===== src/rtl/axi_rd_beat_to_axis_buf.sv =====
// AXI4 R-channel beat buffer presenting stored beats as an AXI4-Stream master (FWFT FIFO).
// Optional AXIS_BUF_STATS_EN adds BEAT_CNT / PKT_CNT stream statistics counters.
module axi_rd_beat_to_axis_buf #(
  parameter int unsigned DATA_WIDTH = 32,
  parameter int unsigned FIFO_DEPTH = 16,
  localparam int unsigned CNT_W = $clog2(FIFO_DEPTH) + 1
) (
  input  logic                    ACLK,
  input  logic                    ARESET,
  input  logic [DATA_WIDTH-1:0]   S_AXI_RDATA,
  input  logic [1:0]              S_AXI_RRESP,
  input  logic                    S_AXI_RLAST,
  input  logic                    S_AXI_RVALID,
  output logic                    S_AXI_RREADY,
  output logic [DATA_WIDTH-1:0]   M_AXIS_TDATA,
  output logic [DATA_WIDTH/8-1:0] M_AXIS_TKEEP,
  output logic                    M_AXIS_TLAST,
  output logic                    M_AXIS_TVALID,
  input  logic                    M_AXIS_TREADY,
  output logic [CNT_W-1:0]        FIFO_LEVEL,
  output logic                    RD_ERROR,
  input  logic                    ERR_CLR
`ifdef AXIS_BUF_STATS_EN
  ,
  output logic [31:0]             BEAT_CNT,
  output logic [15:0]             PKT_CNT
`endif
);

  localparam int unsigned PTR_W = $clog2(FIFO_DEPTH);

  // Each entry holds {RLAST, RDATA}; RRESP only feeds the sticky error flag.
  logic [DATA_WIDTH:0] mem_q [FIFO_DEPTH];
  logic [DATA_WIDTH:0] rd_word;

  logic [PTR_W-1:0] wr_ptr_q, wr_ptr_d;
  logic [PTR_W-1:0] rd_ptr_q, rd_ptr_d;
  logic [CNT_W-1:0] level_q, level_d;
  logic             err_q, err_d;

  logic full, empty;
  logic rready, tvalid;
  logic push, pop;
  logic unused_rresp;

  assign unused_rresp = S_AXI_RRESP[0];

  assign full  = (level_q == CNT_W'(FIFO_DEPTH));
  assign empty = (level_q == '0);

  // Handshake outputs are forced low while reset is held, independent of stale state.
  assign rready = !full && !ARESET;
  assign tvalid = !empty && !ARESET;

  assign push = S_AXI_RVALID && rready;
  assign pop  = tvalid && M_AXIS_TREADY;

  assign rd_word = mem_q[rd_ptr_q];

  assign S_AXI_RREADY  = rready;
  assign M_AXIS_TVALID = tvalid;
  assign M_AXIS_TDATA  = rd_word[DATA_WIDTH-1:0];
  assign M_AXIS_TLAST  = tvalid && rd_word[DATA_WIDTH];
  assign M_AXIS_TKEEP  = '1;
  assign FIFO_LEVEL    = level_q;
  assign RD_ERROR      = err_q;

  always_comb begin
    wr_ptr_d = wr_ptr_q;
    rd_ptr_d = rd_ptr_q;
    level_d  = level_q;
    err_d    = err_q;

    if (push) begin
      wr_ptr_d = wr_ptr_q + PTR_W'(1);
    end
    if (pop) begin
      rd_ptr_d = rd_ptr_q + PTR_W'(1);
    end

    case ({push, pop})
      2'b10:   level_d = level_q + CNT_W'(1);
      2'b01:   level_d = level_q - CNT_W'(1);
      default: level_d = level_q;
    endcase

    // A new error in the same cycle as a clear keeps the flag set.
    if (ERR_CLR) begin
      err_d = 1'b0;
    end
    if (push && S_AXI_RRESP[1]) begin
      err_d = 1'b1;
    end
  end

  always_ff @(posedge ACLK) begin
    if (ARESET) begin
      wr_ptr_q <= '0;
      rd_ptr_q <= '0;
      level_q  <= '0;
      err_q    <= 1'b0;
    end else begin
      wr_ptr_q <= wr_ptr_d;
      rd_ptr_q <= rd_ptr_d;
      level_q  <= level_d;
      err_q    <= err_d;
    end
  end

  // Storage array carries no reset; validity is tracked solely by the level counter.
  always_ff @(posedge ACLK) begin
    if (push) begin
      mem_q[wr_ptr_q] <= {S_AXI_RLAST, S_AXI_RDATA};
    end
  end

`ifdef AXIS_BUF_STATS_EN
  logic [31:0] beat_cnt_q, beat_cnt_d;
  logic [15:0] pkt_cnt_q, pkt_cnt_d;

  always_comb begin
    beat_cnt_d = beat_cnt_q;
    pkt_cnt_d  = pkt_cnt_q;
    if (ERR_CLR) begin
      beat_cnt_d = '0;
      pkt_cnt_d  = '0;
    end else if (pop) begin
      beat_cnt_d = beat_cnt_q + 32'd1;
      if (rd_word[DATA_WIDTH]) begin
        pkt_cnt_d = pkt_cnt_q + 16'd1;
      end
    end
  end

  always_ff @(posedge ACLK) begin
    if (ARESET) begin
      beat_cnt_q <= '0;
      pkt_cnt_q  <= '0;
    end else begin
      beat_cnt_q <= beat_cnt_d;
      pkt_cnt_q  <= pkt_cnt_d;
    end
  end

  assign BEAT_CNT = beat_cnt_q;
  assign PKT_CNT  = pkt_cnt_q;
`endif

endmodule


===== config.mk =====
export PLATFORM = sky130hd
export DESIGN_NAME = axi_rd_beat_to_axis_buf
export DESIGN_NICKNAME = d
export VERILOG_FILES = /design/src/rtl/axi_rd_beat_to_axis_buf.sv
export SDC_FILE = /design/constraint.sdc
export NUM_CORES = 1
export LEC_CHECK = 0
export CAP_MARGIN = 10
export CORE_MARGIN = 1.5
export CORE_UTILIZATION = 44
export DETAILED_ROUTE_END_ITERATION = 6
export HOLD_SLACK_MARGIN = 0.15
export PLACE_DENSITY = 0.62
export SYNTH_ARGS = -nofsm -noshare
export SYNTH_HDL_FRONTEND = slang
export SYNTH_SLANG_ARGS = --single-unit

===== constraint.sdc =====
create_clock -name ACLK -period 5.85 [get_ports ACLK]
set_clock_uncertainty 0.2 [all_clocks]
set_input_delay 0.585 -clock ACLK [delete_from_list [all_inputs] [get_ports ACLK]]
set_output_delay 0.585 -clock ACLK [all_outputs]
set_load 0.02 [all_outputs]

==> results.sh, run 1 <==
export IMPL_crit_family="multiplexers"
export IMPL_cts_max_path_buffers=3
export IMPL_route_final_wire_length_um=42600
export IMPL_dp_hpwl_um=22100
export IMPL_synth_edff_count=528
export IMPL_timing_final_crit_period_ns=4.37
export IMPL_rows=79
export IMPL_antenna_cells_inserted=0
export IMPL_timing_worst_setup_path_type="flop to output port"
export IMPL_slew_hr=0.287
export IMPL_powerDensity_nw_per_um2=343
export IMPL_combPwrFrac=0.061
export IMPL_pwr_share_clk=0.418
export IMPL_post_cts_setup_buffer_count=0
export IMPL_remaining_drc_errors=4
export IMPL_global_route_total_usage_across_every_layer=0.179
export IMPL_most_utilized_layer_in_the_global_route_result="met2"
export IMPL_globalRouteMet3Util=0.0329
export IMPL_wl_per_cell_um=26.0
export IMPL_number_of_global_route_vias_before_repair=9853
export IMPL_maxSlewViolCount=0
export IMPL_final_common_cell="sky130_fd_sc_hd__edfxtp_1"
export IMPL_seqCellArea_um2=16200
export IMPL_portBuffers=79
export IMPL_fin_cells=1638
export IMPL_grt_start_max_net_pins=56
export IMPL_cts_tree="done"
export IMPL_antenna_found_initial=1
export IMPL_vias_per_cell=5.65
export IMPL_vdd_drop_max_mv=0.257
export IMPL_cts_clk_slew_worst_paths_ns=0.06
export IMPL_routed_vias=9260
export IMPL_synth_top_cell_area_share=0.758
export IMPL_cp_end_kind="output port"
export IMPL_cts_buffers=54
export IMPL_design_die_area_um2=48900
export IMPL_power_report_internal_total_w=0.00666
export IMPL_synth_area_per_cell_um2=24.0
export IMPL_gr_total_overflow=0
export IMPL_count_of_unique_library_cells_instantiated_by_yosys=41
export IMPL_clock_latency_ns=0.59
export IMPL_synth_seq_area_share=0.775
export IMPL_fraction_of_layout_instances_using_a_drive_strength_above_1=0.282
export IMPL_die_height_um=221
export IMPL_run_status="complete, but fails checks"
export IMPL_numClockSinks=546
export IMPL_hold_viol=0
export IMPL_total_power_w=0.00835
export IMPL_path_cells="buf_4, mux4_2, mux4_2, clkdlybuf4s50_1"
export IMPL_switching_share=0.203
export IMPL_ctsRootBufferMaster="sky130_fd_sc_hd__clkbuf_16"
export IMPL_p_seq_frac=0.521
export IMPL_switching_power_w=0.00169
export IMPL_ys_ff_latch=546
export IMPL_nets=1035
export IMPL_async_reset_ff_frac=0
export IMPL_grt_setup_unrepaired="false"
export IMPL_synth_top_cell_by_area="sky130_fd_sc_hd__edfxtp_1"
export IMPL_drt_pass1_iter_count=7
export IMPL_required_time_at_the_worst_slack_endpoint_ns=5.07
export IMPL_critical_path_slowest_cell="sky130_fd_sc_hd__dfxtp_4"
export IMPL_area_taken_by_multi_input_logic_gates_um2=4500
export IMPL_dominantRegCellSynth="sky130_fd_sc_hd__edfxtp_1"
export IMPL_synthesis_instances=872
export IMPL_failed_checks="DRC"
export IMPL_core_area_um2=46800
export IMPL_boundaryPins=85
export IMPL_gpl_final_weighted_congestion=0.710
export IMPL_critPathMaxStageDelay_ns=0.71
export IMPL_finalSetupTns_ns=0
export IMPL_timing_critical_path_fanout_max=26
export IMPL_gr_usage_met1=0.257
export IMPL_initial_util=0.447
export IMPL_ctsHoldBuffers=0
export IMPL_globalRouteMet2Util=0.287
export IMPL_ctsResizeCount=0
export IMPL_period_share=0.747
export IMPL_postRouteAntennaNets=0
export IMPL_max_cap_viol_count=0
export IMPL_placed_cells_incl_taps=1538
export IMPL_worstHoldPathType="flop to flop"
export IMPL_post_synth_instance_area_um2=20900
export IMPL_yosysWarnings=0
export IMPL_startpoint_type="flop"
export IMPL_chipWidth_um=221
export IMPL_detailedRoute_firstIterationViolations=887
export IMPL_tightest_slew_ns=1.07
export IMPL_num_fill_cells=3660
export IMPL_final_area_um2=24300
export IMPL_maxClockFrequency_mhz=229
export IMPL_cp_arrival_ns=3.59
export IMPL_report_final_setup_viol=0
export IMPL_power_leakage_nw=7.37
export IMPL_grt_first_pass_wirelength_um=63800
export IMPL_worst_path_most_repeated_cell="sky130_fd_sc_hd__mux4_2"
export IMPL_netlist_top_cells_area="sky130_fd_sc_hd__edfxtp_1 (76%), sky130_fd_sc_hd__mux4_2 (18%), sky130_fd_sc_hd__dfxtp_1 (1.7%)"
export IMPL_cp_buffers_inverters=2
export IMPL_synthToLayoutAreaGrowth_pct=16.4
export IMPL_detailed_place_area_um2=22500
export IMPL_post_route_util=0.521
export IMPL_top_library_cells_by_usage_in_the_layout_fill_and_taps_aside="sky130_fd_sc_hd__edfxtp_1 (528), sky130_fd_sc_hd__mux4_2 (164), sky130_fd_sc_hd__clkdlybuf4s50_1 (79)"
export IMPL_cts_htree_levels=2
## cells by family (layout without fill, tap and decap cells)
kind of cell / Yosys count / in the layout / synth area share
XOR/XNOR: 7 / 7 / 0.00293
AO/OA/AOI/OAI: 26 / 26 / 0.00939
AND/OR/NAND/NOR: 60 / 60 / 0.0141
flip-flops: 546 / 546 / 0.775
adder cells (fa/ha/maj): 8 / 8 / 0.00479
buffers and inverters: 57 / 213 / 0.0152
other: 1 / 4 / 0.000179
multiplexers: 167 / 167 / 0.178
## cell usage after synthesis, types with 2 or more instances
library cell / instances
sky130_fd_sc_hd__edfxtp_1: 528
sky130_fd_sc_hd__xor2_1: 4
sky130_fd_sc_hd__xnor2_1: 3
sky130_fd_sc_hd__buf_4: 5
sky130_fd_sc_hd__mux2i_1: 2
sky130_fd_sc_hd__o2111ai_1: 4
sky130_fd_sc_hd__inv_1: 6
sky130_fd_sc_hd__nand2_1: 6
sky130_fd_sc_hd__mux4_2: 164
sky130_fd_sc_hd__nand2b_1: 3
sky130_fd_sc_hd__or3_1: 2
sky130_fd_sc_hd__or4_1: 3
sky130_fd_sc_hd__o31ai_1: 4
sky130_fd_sc_hd__nand3_1: 5
sky130_fd_sc_hd__clkbuf_1: 26
sky130_fd_sc_hd__a21oi_1: 4
sky130_fd_sc_hd__o21ai_0: 3
sky130_fd_sc_hd__nor2_1: 28
sky130_fd_sc_hd__ha_1: 8
sky130_fd_sc_hd__a211oi_1: 3
sky130_fd_sc_hd__nor2b_1: 2
sky130_fd_sc_hd__dfxtp_1: 18
sky130_fd_sc_hd__nor3b_1: 2
sky130_fd_sc_hd__buf_6: 10
sky130_fd_sc_hd__nor3_1: 6
sky130_fd_sc_hd__buf_2: 8
## layer usage
layer / wire length [um] / vias to the layer above
li1: - / 3969
met1: 19000 / 4996
met2: 20800 / 238
met3: 2110 / 55
met4: 650 / 2
met5: 13 / -
## cell type report
type | instances | share of cell area
flip-flops and latches | 546 | 0.667
clock inverters | 30 | 0.0135
well taps | 607 | 0.0312
repair buffers | 106 | 0.0418
multi-input cells | 272 | 0.185
clock buffers | 70 | 0.0606
inverters | 7 | 0.00108
## through the flow
stage,hold WS [ns],worst slack (ns)
after floorplan,0.242,1.43
after global placement,0.257,2.04
after detailed placement,0.258,2.02
after CTS,0.277,1.38
after global routing,0.300,1.29
final,0.273,1.48
## path summary, 6_finish.rpt
| kind | startpoint | endpoint | slack, ns | cells past startpoint |
|---|---|---|---|---|
| hold / removal | rd_ptr_q[3] | flop | 0.27 | 1 |
| setup / recovery | flop | M_AXIS_TDATA[3] | 1.48 | 4 |
| setup reg to reg | FIFO_LEVEL[1] | FIFO_LEVEL[4] | 2.32 | 9 |
| hold reg to reg | rd_ptr_q[3] | flop | 0.27 | 1 |
## sequential cells by signal, indices dropped and copies added (netlist names), named ones only
| register | flops |
|---|---|
| RD_ERROR | 1 |
| wr_ptr_q | 4 |
| rd_ptr_q | 4 |
| FIFO_LEVEL | 5 |
| mem_q | 528 |
## power groups by stage
stage | logic (W) | clock network, W | registers, W
2_1_floorplan | 0.000340 | 0 | 0.00442
3_3_place_gp | 0.000512 | 0 | 0.00443
3_5_place_dp | 0.000519 | 0 | 0.00443
4_1_cts | 0.000521 | 0.00357 | 0.00435
5_1_grt | 0.000548 | 0.00371 | 0.00435
6_report | 0.000509 | 0.00350 | 0.00435
Power figures use the tool's default switching activity.
==> inputs of run 2 (changes only) <==
==> constraint.sdc (replaced) <==
create_clock -name ACLK -period 4.55 [get_ports ACLK]
set_clock_uncertainty 0.2 [all_clocks]
set_input_delay 0.455 -clock ACLK [delete_from_list [all_inputs] [get_ports ACLK]]
set_output_delay 0.455 -clock ACLK [all_outputs]
set_load 0.02 [all_outputs]
==> results.sh, run 2 (same netlist as run 1, synthesis figures left out) <==
export IMPL_failed_checks="DRC"
export IMPL_finalSetupTns_ns=0
export IMPL_initial_util=0.447
export IMPL_ctsRootBufferMaster="sky130_fd_sc_hd__clkbuf_16"
export IMPL_route_final_wire_length_um=43000
export IMPL_drt_pass1_iter_count=7
export IMPL_maxSlewViolCount=0
export IMPL_remaining_drc_errors=8
export IMPL_detailedRoute_firstIterationViolations=856
export IMPL_rows=79
export IMPL_timing_final_crit_period_ns=4.17
export IMPL_nets=1044
export IMPL_boundaryPins=85
export IMPL_run_status="complete, but fails checks"
export IMPL_fin_worst_hold_slack_ns=0.277
export IMPL_report_final_setup_viol=0
export IMPL_dp_hpwl_um=22900
export IMPL_critPathMaxStageDelay_ns=1.04
export IMPL_cp_buffers_inverters=2
export IMPL_cts_clk_slew_worst_paths_ns=0.06
export IMPL_detailed_place_area_um2=22700
export IMPL_design_die_area_um2=48900
export IMPL_grt_setup_unrepaired="false"
export IMPL_vias_per_cell=5.69
export IMPL_timing_critical_path_fanout_max=66
export IMPL_startpoint_type="flop"
export IMPL_largest_register_ff_count=528
export IMPL_worst_path_most_repeated_cell="sky130_fd_sc_hd__mux4_2"
export IMPL_cp_arrival_ns=3.52
export IMPL_portBuffers=79
export IMPL_clock_latency_ns=0.59
export IMPL_cts_htree_levels=2
export IMPL_slew_hr=0.281
export IMPL_vdd_drop_max_mv=0.318
export IMPL_required_time_at_the_worst_slack_endpoint_ns=3.89
export IMPL_synthToLayoutAreaGrowth_pct=16.7
export IMPL_path_cells="buf_4, mux4_2, mux4_2, clkdlybuf4s50_1"
export IMPL_numClockSinks=546
export IMPL_grt_start_max_net_pins=67
export IMPL_final_common_cell="sky130_fd_sc_hd__edfxtp_1"
export IMPL_cts_max_path_buffers=3
export IMPL_die_height_um=221
export IMPL_postRouteAntennaNets=0
export IMPL_total_power_w=0.0105
export IMPL_cts_buffers=54
export IMPL_number_of_global_route_vias_before_repair=9867
export IMPL_cp_end_kind="output port"
export IMPL_fraction_of_layout_instances_using_a_drive_strength_above_1=0.286
export IMPL_grt_first_pass_wirelength_um=65000
export IMPL_wl_per_cell_um=26.1
export IMPL_regMostFlops="mem_q"
export IMPL_crit_family="flip-flops"
export IMPL_antenna_found_initial=0
export IMPL_top_library_cells_by_usage_in_the_layout_fill_and_taps_aside="sky130_fd_sc_hd__edfxtp_1 (528), sky130_fd_sc_hd__mux4_2 (164), sky130_fd_sc_hd__clkdlybuf4s50_1 (79)"
export IMPL_core_area_um2=46800
export IMPL_cts_tree="done"
export IMPL_tightest_slew_ns=1.08
export IMPL_period_share=0.917
export IMPL_critical_path_slowest_cell="sky130_fd_sc_hd__dfxtp_4"
export IMPL_timing_worst_setup_path_type="flop to output port"
export IMPL_final_area_um2=24400
export IMPL_chipWidth_um=221
export IMPL_routed_vias=9364
export IMPL_gpl_final_weighted_congestion=0.699
export IMPL_ctsResizeCount=0
export IMPL_ctsHoldBuffers=0
export IMPL_hold_viol=0
export IMPL_post_cts_setup_buffer_count=0
export IMPL_max_cap_viol_count=0
export IMPL_maxClockFrequency_mhz=240
export IMPL_worstHoldPathType="input port to flop"
export IMPL_powerDensity_nw_per_um2=429
export IMPL_gr_total_overflow=0
export IMPL_power_leakage_nw=7.38
export IMPL_global_route_total_usage_across_every_layer=0.181
run 2: changes by cell type in the layout (fill, tap and decap cells not counted), sizes merged:
cell / change
bufinv: -4
inv: +1
buf: +9
diode: +1
clkinvlp: +1
clkinv: +1
run 2: worst min-delay path, stage by stage:
cell                              delay [ns]
sky130_fd_sc_hd__clkdlybuf4s50_1        0.40
sky130_fd_sc_hd__a21oi_1                0.12
sky130_fd_sc_hd__nor2_1                 0.05
run 2: worst paths after layout:
path                   from                to  slack, ns  depth (start not counted)
min          S_AXI_RRESP[1]          RD_ERROR       0.28                          3
max                    flop  M_AXIS_TDATA[10]       0.38                          4
max reg2reg   FIFO_LEVEL[1]     FIFO_LEVEL[4]       1.03                          9
min reg2reg     rd_ptr_q[3]              flop       0.29                          1
run 2: per-stage QoR:
step	worst slack [ns]	instances	utilization
floorplan	0.134	875	-
global placement	0.912	1547	0.486
detailed placement	0.892	1547	0.486
CTS	0.342	1646	0.522
global route	0.294	1646	0.522
finish	0.377	1647	0.522
run 2: layout make-up:
type	instances	area, um2
Antenna cell	1	2.50
Clock buffer	70	1440
Clock inverter	29	233
Fill cell	3597	22300
Inverter	7	26.3
Multi-Input combinational cell	272	4500
Sequential cell	546	16200
Tap cell	607	759
Timing Repair Buffer	115	1210
run 2: per-layer routing:
layer	GRT usage	routed length, um
met1	0.254	18600
met2	0.296	21400
met3	0.0293	2230
met4	0.0501	867
met5	0	0
run 2: report_power, final:
part,total (W),switching [W],internal [W]
clock,0.00423,0.00182,0.00241
sequential,0.00559,0.0000368,0.00555
combinational,0.000663,0.000326,0.000338
total,0.0105,0.00219,0.00830
